File: config.mk
export PLATFORM = sky130hd
export DESIGN_NAME = instr_encoder
export DESIGN_NICKNAME = d
export VERILOG_FILES = /design/src/rtl/instr_encoder.sv
export SDC_FILE = /design/constraint.sdc
export NUM_CORES = 1
export LEC_CHECK = 0
export CORE_ASPECT_RATIO = 1.5
export CORE_UTILIZATION = 50
export CTS_CLUSTER_DIAMETER = 100
export DETAILED_ROUTE_END_ITERATION = 6
export GPL_TIMING_DRIVEN = 1
export PLACE_DENSITY = 0.76
export SYNTH_ARGS = -nofsm -noshare
export SYNTH_HDL_FRONTEND = slang
export SYNTH_SLANG_ARGS = --single-unit
File: constraint.sdc
create_clock -name clk -period 6.95 [get_ports clk]
set_clock_uncertainty 0.05 [all_clocks]
set_input_delay 1.0425 -clock clk [delete_from_list [all_inputs] [get_ports clk]]
set_output_delay 1.0425 -clock clk [all_outputs]
set_load 0.03 [all_outputs]
File: src/rtl/instr_encoder.sv
// Packs field-level instruction requests into 16-bit words and streams them,
// with sequential write addresses, to the instruction-memory write port.
module instr_encoder #(
  parameter int DEPTH  = 4,
  parameter int ADDR_W = 8
) (
  input  logic                     clk,
  input  logic                     rst_n,
  input  logic                     in_valid,
  output logic                     in_ready,
  input  logic [3:0]               in_op,
  input  logic [3:0]               in_a,
  input  logic [3:0]               in_b,
  input  logic [3:0]               in_c,
  output logic                     out_valid,
  input  logic                     out_ready,
  output logic [15:0]              out_instr,
  output logic [ADDR_W-1:0]        out_addr,
  input  logic                     restart,
  output logic                     halted,
  output logic                     err_reserved,
  output logic [$clog2(DEPTH):0]   level
);

  localparam int PTR_W = $clog2(DEPTH);
  localparam int LVL_W = PTR_W + 1;
  localparam logic [LVL_W-1:0] FULL = LVL_W'(DEPTH);

  typedef enum logic [1:0] {S_RUN, S_DRAIN, S_HALTED} state_e;

  typedef struct packed {
    logic [3:0] a;
    logic [3:0] b;
    logic [3:0] c;
    logic [3:0] op;
  } req_t;

  state_e            state_q;
  logic [15:0]       mem_q [DEPTH];
  logic [PTR_W-1:0]  wr_ptr_q, rd_ptr_q;
  logic [LVL_W-1:0]  level_q, level_d;
  logic [ADDR_W-1:0] addr_q;
  logic              err_q;

  req_t        req;
  logic [15:0] word;
  logic        accept, rsvd, push, pop;

  assign req      = '{a: in_a, b: in_b, c: in_c, op: in_op};
  assign in_ready = (state_q == S_RUN) && (level_q < FULL);
  assign accept   = in_valid && in_ready;
  assign rsvd     = (in_op == 4'hD) || (in_op == 4'hE);
  assign push     = accept && !rsvd;
  assign out_valid = (level_q != '0) && (state_q != S_HALTED);
  assign pop      = out_valid && out_ready;

  // Noop and Halt have a single canonical encoding regardless of fields.
  always_comb begin
    word = req;
    if (in_op == 4'h0) word = 16'h0000;
    if (in_op == 4'hF) word = 16'h000F;
  end

  always_comb begin
    level_d = level_q;
    case ({push, pop})
      2'b10:   level_d = level_q + 1'b1;
      2'b01:   level_d = level_q - 1'b1;
      default: level_d = level_q;
    endcase
  end

  always_ff @(posedge clk) begin
    if (push) mem_q[wr_ptr_q] <= word;
  end

  always_ff @(posedge clk or negedge rst_n) begin
    if (!rst_n) begin
      state_q  <= S_RUN;
      wr_ptr_q <= '0;
      rd_ptr_q <= '0;
      level_q  <= '0;
      addr_q   <= '0;
      err_q    <= 1'b0;
    end else begin
      level_q <= level_d;
      if (push) wr_ptr_q <= wr_ptr_q + 1'b1;
      if (pop) begin
        rd_ptr_q <= rd_ptr_q + 1'b1;
        addr_q   <= addr_q + 1'b1;
      end
      if (accept && rsvd) err_q <= 1'b1;
      case (state_q)
        S_RUN:    if (accept && in_op == 4'hF) state_q <= S_DRAIN;
        S_DRAIN:  if (level_d == '0) state_q <= S_HALTED;
        S_HALTED: if (restart) begin
          state_q <= S_RUN;
          addr_q  <= '0;
          err_q   <= 1'b0;
        end
        default:  state_q <= S_RUN;
      endcase
    end
  end

  // Gate the head so a stale entry never appears on the bus.
  assign out_instr    = out_valid ? mem_q[rd_ptr_q] : 16'h0000;
  assign out_addr     = addr_q;
  assign halted       = (state_q == S_HALTED);
  assign err_reserved = err_q;
  assign level        = level_q;

endmodule
==> out/metrics.cfg, run 1 <==
[grt]
track_usage_pct = 19.61
grt_pass1_wl_mm = 10.43
grt_max_degree = 22
grt.overflow.total = 0
first_global_vias = 2124
antenna_found_initial = 0

[logic_synthesis]
yosysMostFrequentCell = edfxtp_1
synth_commonest_cells = 64 x edfxtp_1, 18 x dfrtp_1, 17 x and2_1, 17 x and3_1, 16 x mux4_2
ys_types = 40
yosys_register_bits = 82
synth_top_cell_by_area = edfxtp_1
yosysWarnings = 0
syn_area_mm2 = 0.003550
synth_edf_count = 64
synth-seq-area-share_pct = 66.83
yosys.area.top_type_share_pct = 54.14
synthTopCellsByArea = edfxtp_1 54%, dfrtp_1 13%, mux4_2 10%, and2_1 3.0%, and3_1 3.0%
async_flop_share_pct = 21.95
avgSynthCellArea_um2 = 15.99
synthesis.nets = 250
ys.flop_type = edfxtp_1
synthesis.instances = 222

[power_and_ir_drop]
vdd_drop_max_mv = 0.2058
p_leak_nw = 1.565
power_mw = 1.985
power.density_mw_per_mm2 = 464.0

[placed_design]
dp_hpwl_mm = 4.142
port_buffers = 51
gp_congestion = 0.7892

[critical_path]
cp_num_buf_inv = 2
critPathMaxStageDelay_ns = 0.59
endpoint_kind = output pin
crit_path_max_fanout = 14
path_delay_family = buffers and inverters
reg2regPathDepth = 10
crit_cells = 4
cp.arrival_ns = 2.57
crit_type = reg -> out
path_cells = buf_4 -> mux4_2 -> and3_1 -> clkdlybuf4s50_1
start_kind = flop
slowest_stage = clkdlybuf4s50_1
cp.required_ns = 5.86

[outcome]
violations = DRC
status = complete, but fails checks

[die]
die_w_um = 70.80
core_area_mm2 = 0.006852
io_pins = 52
rows = 37
start_util_pct = 51.81
dieArea_mm2 = 0.007447
die_h_um = 105.2

[sta]
rsz0062_at_grt = false
finalCriticalPeriod_ns = 3.663
slew_headroom_pct = 38.56
setup_viol = 0
slew_viol_final = 0
worst_hold_slack_ns = 0.4665
max_freq_mhz = 273.0
hold_viol_final = 0
tightest_slew_ns = 0.9215
period_share_pct = 52.70
tns_ns = 0

[clock_network]
cts_buffers = 9
clk_pin_slew_ns = 0.09
clock_latency_ns = 0.36
cts_max_path_buffers = 2
cts_max_level = 3
post_cts_buffers = 0
cts.sinks = 82
cts_tree = done
post_cts_hold_buffer_count = 0
cts_root_buf = clkbuf_8
cts_resized = 0

[drt]
drc = 4
drt-total-wl_mm = 6.455
viasPerCell = 5.727
first_pass_iters = 7
ant_nets = 0
wl_per_cell_um = 18.18
drtIter0Drc = 104
num_vias = 2033

[hold_path]
hold_depth = 1
holdCritPathClass = reg -> reg

[layout]
drive_above_1_share_pct = 14.44
syn2layout_area_growth_pct = 20.51
antenna_cells = 0
final_nets = 300
fillers = 510

[run]
maxCapViolCount = 0

registers in the layout, summed over array words and instances, names as in the netlist:
| register | flops |
|---|---|
| err_reserved | 1 |
| state_q | 2 |
| level | 3 |
| out_addr | 8 |
| rd_ptr_q | 2 |
| mem_q | 64 |
| wr_ptr_q | 2 |
through the flow:
step	util (%)	worst slack (ns)	std cells	cell area (µm²)
floorplan	-	3.981	222	3550
global route	62.44	3.164	355	4278
CTS	62.44	3.239	355	4278
global placement	59.70	3.278	339	4090
detailed placement	59.70	3.194	339	4090
finish	62.44	3.287	355	4278
per-layer routing:
metal	up-vias	wire length [µm]	track usage (%)
met5	-	0	0
met4	0	161	10.71
met3	15	256	5.593
met2	46	3470	33.45
met1	1035	2566	21.80
li1	937	-	-
power breakdown:
group | switching [mW] | internal, mW
sequential | 0.0857 | 0.642
combinational | 0.512 | 0.422
clock | 0.173 | 0.151
cells in the final DEF (no fill, tap or decap), types with 3 or more instances in the layout:
cell type        instances
and3_1                  17
and2_1                  17
or3_1                    4
mux4_2                  16
mux2i_1                  3
xnor2_1                  4
edfxtp_1                64
clkdlybuf4s50_1         51
nand3_1                  4
clkbuf_8                11
inv_1                    7
dfrtp_1                 18
nand2_1                 14
ha_1                     6
kinds of logic (layout without fill, tap and decap cells):
| kind of cell | Yosys count | after routing | share of synthesized area (%) |
|---|---|---|---|
| AO/OA/AOI/OAI | 14 | 14 | 2.679 |
| flip-flops | 82 | 82 | 66.83 |
| adder cells (fa/ha/maj) | 7 | 7 | 2.679 |
| buffers and inverters | 22 | 77 | 3.067 |
| AND/OR/NAND/NOR | 71 | 71 | 11.95 |
| XOR/XNOR | 6 | 6 | 1.480 |
| multiplexers | 20 | 20 | 11.31 |
worst register-to-register path, stage by stage (launching register included):
cell and delay [ns]:
dfrtp_1 0.37, nand2b_1 0.73, nand3_2 0.33, inv_2 0.18
ha_1 0.20, inv_1 0.06, fa_1 0.37, xor2_1 0.15
o21ai_0 0.27, nand3_1 0.11, a32o_1 0.22
layout make-up:
type	instances	area [µm²]	share of cell area (%)
repair buffers	52	518.0	12.11
clock inverters	5	36.28	0.8482
inverters	9	33.78	0.7897
clock buffers	11	151.4	3.539
flip-flops and latches	82	2372	55.45
multi-input cells	118	1069	24.98
well taps	78	97.59	2.281
worst paths after layout:
check	startpoint	to	slack, ns
worst max-delay path	rd_ptr_q[0]	out_instr[3]	3.29
worst min-delay path	out_addr[6]	out_addr[6]	0.47
worst max register to register	state_q[0]	state_q[0]	3.79
worst min register to register	out_addr[6]	out_addr[6]	0.47
max in group asynchronous	rst_n	level[1]	5.25
min in group asynchronous	rst_n	out_addr[7]	1.09
Power figures use the tool's default switching activity.
==> run 2, diff against run 1 <==
- clock period: 6.95 -> 3.8 ns (I/O delays scaled with it)
==> run 2 against run 1 <==
  * The flow now finishes without violations
  * Largest power group unchanged
  * Sequential cell count is the same
  * Via count grew 0.69%
  * Sequential power grew 86%
  * Register-to-register slack lost 2.6 ns
  * Non-clock buffer count grew 6
  * Clock power grew 85%
  * Sequential share of layout area shrank 0.67 points
==> out/metrics.cfg, run 2 (same netlist as run 1, synthesis figures left out) <==
[outcome]
status = complete, no violations

[layout]
seqCellArea_mm2 = 0.002372
multi_input_area_mm2 = 0.001069
drive_above_1_share_pct = 15.25
final_common_cell = edfxtp_1
mostFrequentLayoutCells = 64 x edfxtp_1, 51 x clkdlybuf4s50_1, 18 x dfrtp_1
final_nets = 306
fillers = 526
top_register = mem_q
fin_util_pct = 63.20
stdcell_count = 360
syn2layout_area_growth_pct = 21.99
largest_reg_flops = 64
antenna_cells = 0

[clock_network]
cts.sinks = 82
post_cts_buffers = 0
cts_buffers = 9
cts_root_buf = clkbuf_8
cts_max_level = 3
cts_resized = 0
cts_max_path_buffers = 2
cts_tree = done
clock_latency_ns = 0.36
post_cts_hold_buffer_count = 0
clk_pin_slew_ns = 0.08

[power_and_ir_drop]
p_seq_share_pct = 36.6
pwr-share-clk_pct = 16.3
p_leak_nw = 1.589
switching_power_mw = 1.405
power.density_mw_per_mm2 = 849.9
vdd_drop_max_mv = 0.4010
combPwrFrac_pct = 47.2
p_int_mw = 2.275
swShare_pct = 38.19

[die]
rows = 37
start_util_pct = 51.81
die_h_um = 105.2
core_area_mm2 = 0.006852
die_w_um = 70.80
io_pins = 52
dieArea_mm2 = 0.007447

[grt]
track_usage_pct = 20.77
first_global_vias = 2231
grt_max_degree = 21
antenna_found_initial = 0
grt_pass1_wl_mm = 11.12
grt.overflow.total = 0

[drt]
viasPerCell = 5.686
ant_nets = 0
drc = 0
wl_per_cell_um = 18.95
drtIter0Drc = 99
first_pass_iters = 6
num_vias = 2047
drt-total-wl_mm = 6.822

[sta]
setup_viol = 0
worst_hold_slack_ns = 0.4903
rsz0062_at_grt = false
tightest_slew_ns = 0.8327
slew_headroom_pct = 44.32
slew_viol_final = 0
setup_ws_ns = 0.6025
max_freq_mhz = 312.7
period_share_pct = 84.14
hold_viol_final = 0
tns_ns = 0
finalCriticalPeriod_ns = 3.197

[critical_path]
timing.rr.end = state_q[1]
crit_end = out_instr[2]
crit_path_max_fanout = 11
cp.arrival_ns = 2.58
endpoint_kind = output pin
start_kind = flop
startpoint = rd_ptr_q[0]
cp.required_ns = 3.18
rrSetupSlack_ns = 1.19
reg2regPathDepth = 11
crit_type = reg -> out
r2r-start = state_q[1]

[placed_design]
gp_congestion = 0.8010
dp_cells = 345
port_buffers = 51
post-place-ws_ns = 0.5170
dp_hpwl_mm = 4.574

[run]
maxCapViolCount = 0

[hold_path]
hold_depth = 1
holdCritPathClass = reg -> reg

## run 2: critical path: stages, from the launching register on
cell and delay (ns):
dfrtp_1 0.70, buf_12 0.23, mux4_2 0.50, and3_1 0.20, clkdlybuf4s50_1 0.59
## run 2: how the worst min path moves through the flow
| stage | slack [ns] | end | from |
|---|---|---|---|
| 2_1_floorplan | 0.22 | err_reserved | rst_n |
| 3_3_place_gp | 0.48 | out_addr[6] | out_addr[6] |
| 3_5_place_dp | 0.49 | out_addr[6] | out_addr[6] |
| 4_1_cts | 0.50 | out_addr[6] | out_addr[6] |
| 5_1_grt | 0.50 | out_addr[6] | out_addr[6] |
| 6_report | 0.49 | out_addr[6] | out_addr[6] |
## run 2: stage by stage
stage	instance area [µm²]	power [mW]
2_1_floorplan	3550	2.480
3_3_place_gp	4148	3.095
3_5_place_dp	4148	3.122
4_1_cts	4330	3.723
5_1_grt	4330	3.882
6_report	4330	3.681
## run 2: final cells by class
cell class,instances,area share [%]
flip-flops and latches,82,54.78
multi-input cells,118,24.67
repair buffers,58,13.29
clock buffers,10,2.947
well taps,78,2.254
clock inverters,5,1.271
inverters,9,0.7801
## run 2: power groups by stage
stage	clock [mW]	sequential, mW	combinational [mW]
after floorplan	0	1.37	1.11
after global placement	0	1.36	1.74
after detailed placement	0	1.37	1.75
after CTS	0.613	1.35	1.76
after global routing	0.644	1.37	1.87
final	0.599	1.35	1.74
## run 2: routing by layer
layer	vias to the layer above	track usage [%]	wire [µm]
li1	950	-	-
met1	1037	23.21	2663
met2	52	37.36	3829
met3	8	4.147	214
met4	0	9.714	114
met5	-	0	0
==> run 3, diff against run 2 <==
- CORE_UTILIZATION: 50 -> 49
- PLACE_DENSITY: 0.76 -> 0.78
- clock period: 3.8 -> 2.6 ns (I/O delays scaled with it)
==> run 3 against run 2 <==
  * Clock power is 66% higher
  * First-iteration DRC count rose by 26%
  * Total power rose by 51%
  * Worst setup slack worse by 0.53 ns
  * Via count is 2.5% higher
  * Combinational power increased by 53%
  * Final cell count grew 5.0%
  * Routed wire length increased by 2.0%
  * Cell area is 4.4% higher
  * Hold slack worse by 0.025 ns
  * Clock-buffer cell count is 1 higher
==> out/metrics.cfg, run 3 (same netlist as run 1, synthesis figures left out) <==
[outcome]
status = complete, no violations

[critical_path]
cp.required_ns = 2.84
crit_type = in -> reg
endpoint_kind = flop
r2r-start = level[2]
reg2regPathDepth = 10
rrSetupSlack_ns = 0.24
timing.rr.end = state_q[0]
start_kind = primary input
cp.arrival_ns = 2.77
crit_path_max_fanout = 3

[clock_network]
cts_root_buf = clkbuf_8
post_cts_buffers = 0
cts_max_path_buffers = 2
cts_tree = done
cts_max_level = 3
cts_buffers = 9
cts.sinks = 82
clk_pin_slew_ns = 0.08
clock_latency_ns = 0.34

[drt]
ant_nets = 0
first_pass_iters = 5
drc = 0
viasPerCell = 5.550
num_vias = 2098
drtIter0Drc = 125
drt-total-wl_mm = 6.961
wl_per_cell_um = 18.42

[layout]
largest_reg_flops = 64
final_common_cell = edfxtp_1
final_nets = 323
antenna_cells = 0
drive_above_1_share_pct = 22.33
mostFrequentLayoutCells = 64 x edfxtp_1, 34 x clkdlybuf4s50_1, 23 x buf_4
fillers = 536
syn2layout_area_growth_pct = 27.32
top_register = mem_q
final_area_mm2 = 0.004519

[sta]
max_freq_mhz = 395.5
tightest_slew_ns = 0.8343
slew_viol_final = 0
finalCriticalPeriod_ns = 2.528
setup_viol = 0
slew_headroom_pct = 44.21
hold_viol_final = 0
tns_ns = 0
period_share_pct = 97.24
setup_ws_ns = 0.07174

[die]
start_util_pct = 51.12
io_pins = 52
die_h_um = 106.2
rows = 37
core_area_mm2 = 0.006944
dieArea_mm2 = 0.007596
die_w_um = 71.50

[grt]
track_usage_pct = 20.51
antenna_found_initial = 0
first_global_vias = 2259
grt_pass1_wl_mm = 11.23
grt_max_degree = 19
grt.overflow.total = 0

[power_and_ir_drop]
power_mw = 5.554
vdd_drop_max_mv = 0.5292
power.density_mw_per_mm2 = 1229
p_leak_nw = 1.730

[placed_design]
port_buffers = 51
post-place-ws_ns = -0.3234
gp_congestion = 0.7970
dpl_cell_area_mm2 = 0.004310
dp_hpwl_mm = 4.755

[hold_path]
holdCritPathClass = in -> async

[run]
maxCapViolCount = 0

-- run 3: changes by cell type in the layout (fill, tap and decap cells not counted), moves of 2 or more --
| cell | delta |
|---|---|
| buf_4 | +17 |
| clkdlybuf4s50_1 | -17 |
| dlygate4sd2_1 | +14 |
| buf_12 | +2 |
-- run 3: per-layer routing --
layer | global-route usage, % | wire, µm | vias up
met5 | 0 | 0 | -
met4 | 9.244 | 127 | 0
met3 | 4.265 | 188 | 10
met2 | 37.35 | 3956 | 41
met1 | 22.62 | 2689 | 1062
li1 | - | - | 985
-- run 3: worst max-delay path by stage --
stage	start	to	slack, ns
after floorplan	level[2]	state_q[1]	0.01
after global placement	in_op[0]	state_q[0]	-0.22
after detailed placement	in_op[0]	state_q[0]	-0.32
after CTS	in_op[1]	state_q[0]	0.03
after global routing	in_op[1]	state_q[1]	-0.002
final	in_op[1]	state_q[0]	0.07
-- run 3: what timing repair did --
action,CTS,global route
resized for setup,14,4
hold buffers,0,0
setup endpoints to repair,14,3
-- run 3: worst max-delay path, cell delays in order --
cell	delay, ns
clkdlybuf4s50_1	0.53
xor2_1	0.18
and3_4	0.23
nor2_4	0.04
inv_1	0.05
ha_1	0.16
inv_1	0.05
fa_1	0.38
xor2_1	0.16
or3_1	0.36
nand3_1	0.10
a32o_1	0.12
-- run 3: final cells by class --
cell class                 instances  area [µm²]  area share, %
sequential                        82        2374          52.52
multi-input combinational        118        1087          24.06
timing repair buffer              75       708.2          15.67
clock buffer                      11       141.4          3.128
tap                               78       97.59          2.159
clock inverter                     5       77.57          1.717
inverter                           9       33.78         0.7475
-- run 3: stage by stage --
step	utilization (%)	instances	hold WS [ns]
CTS	64.97	378	0.4689
floorplan	-	222	0.04441
finish	65.08	378	0.4658
detailed placement	62.07	362	0.4591
global route	65.08	378	0.4845
global placement	62.07	362	0.4376
-- run 3: where the power goes --
part / internal (mW) / switching (mW)
Combinational: 1.18 / 1.48
Clock: 0.564 / 0.429
Sequential: 1.71 / 0.182
Total: 3.46 / 2.09
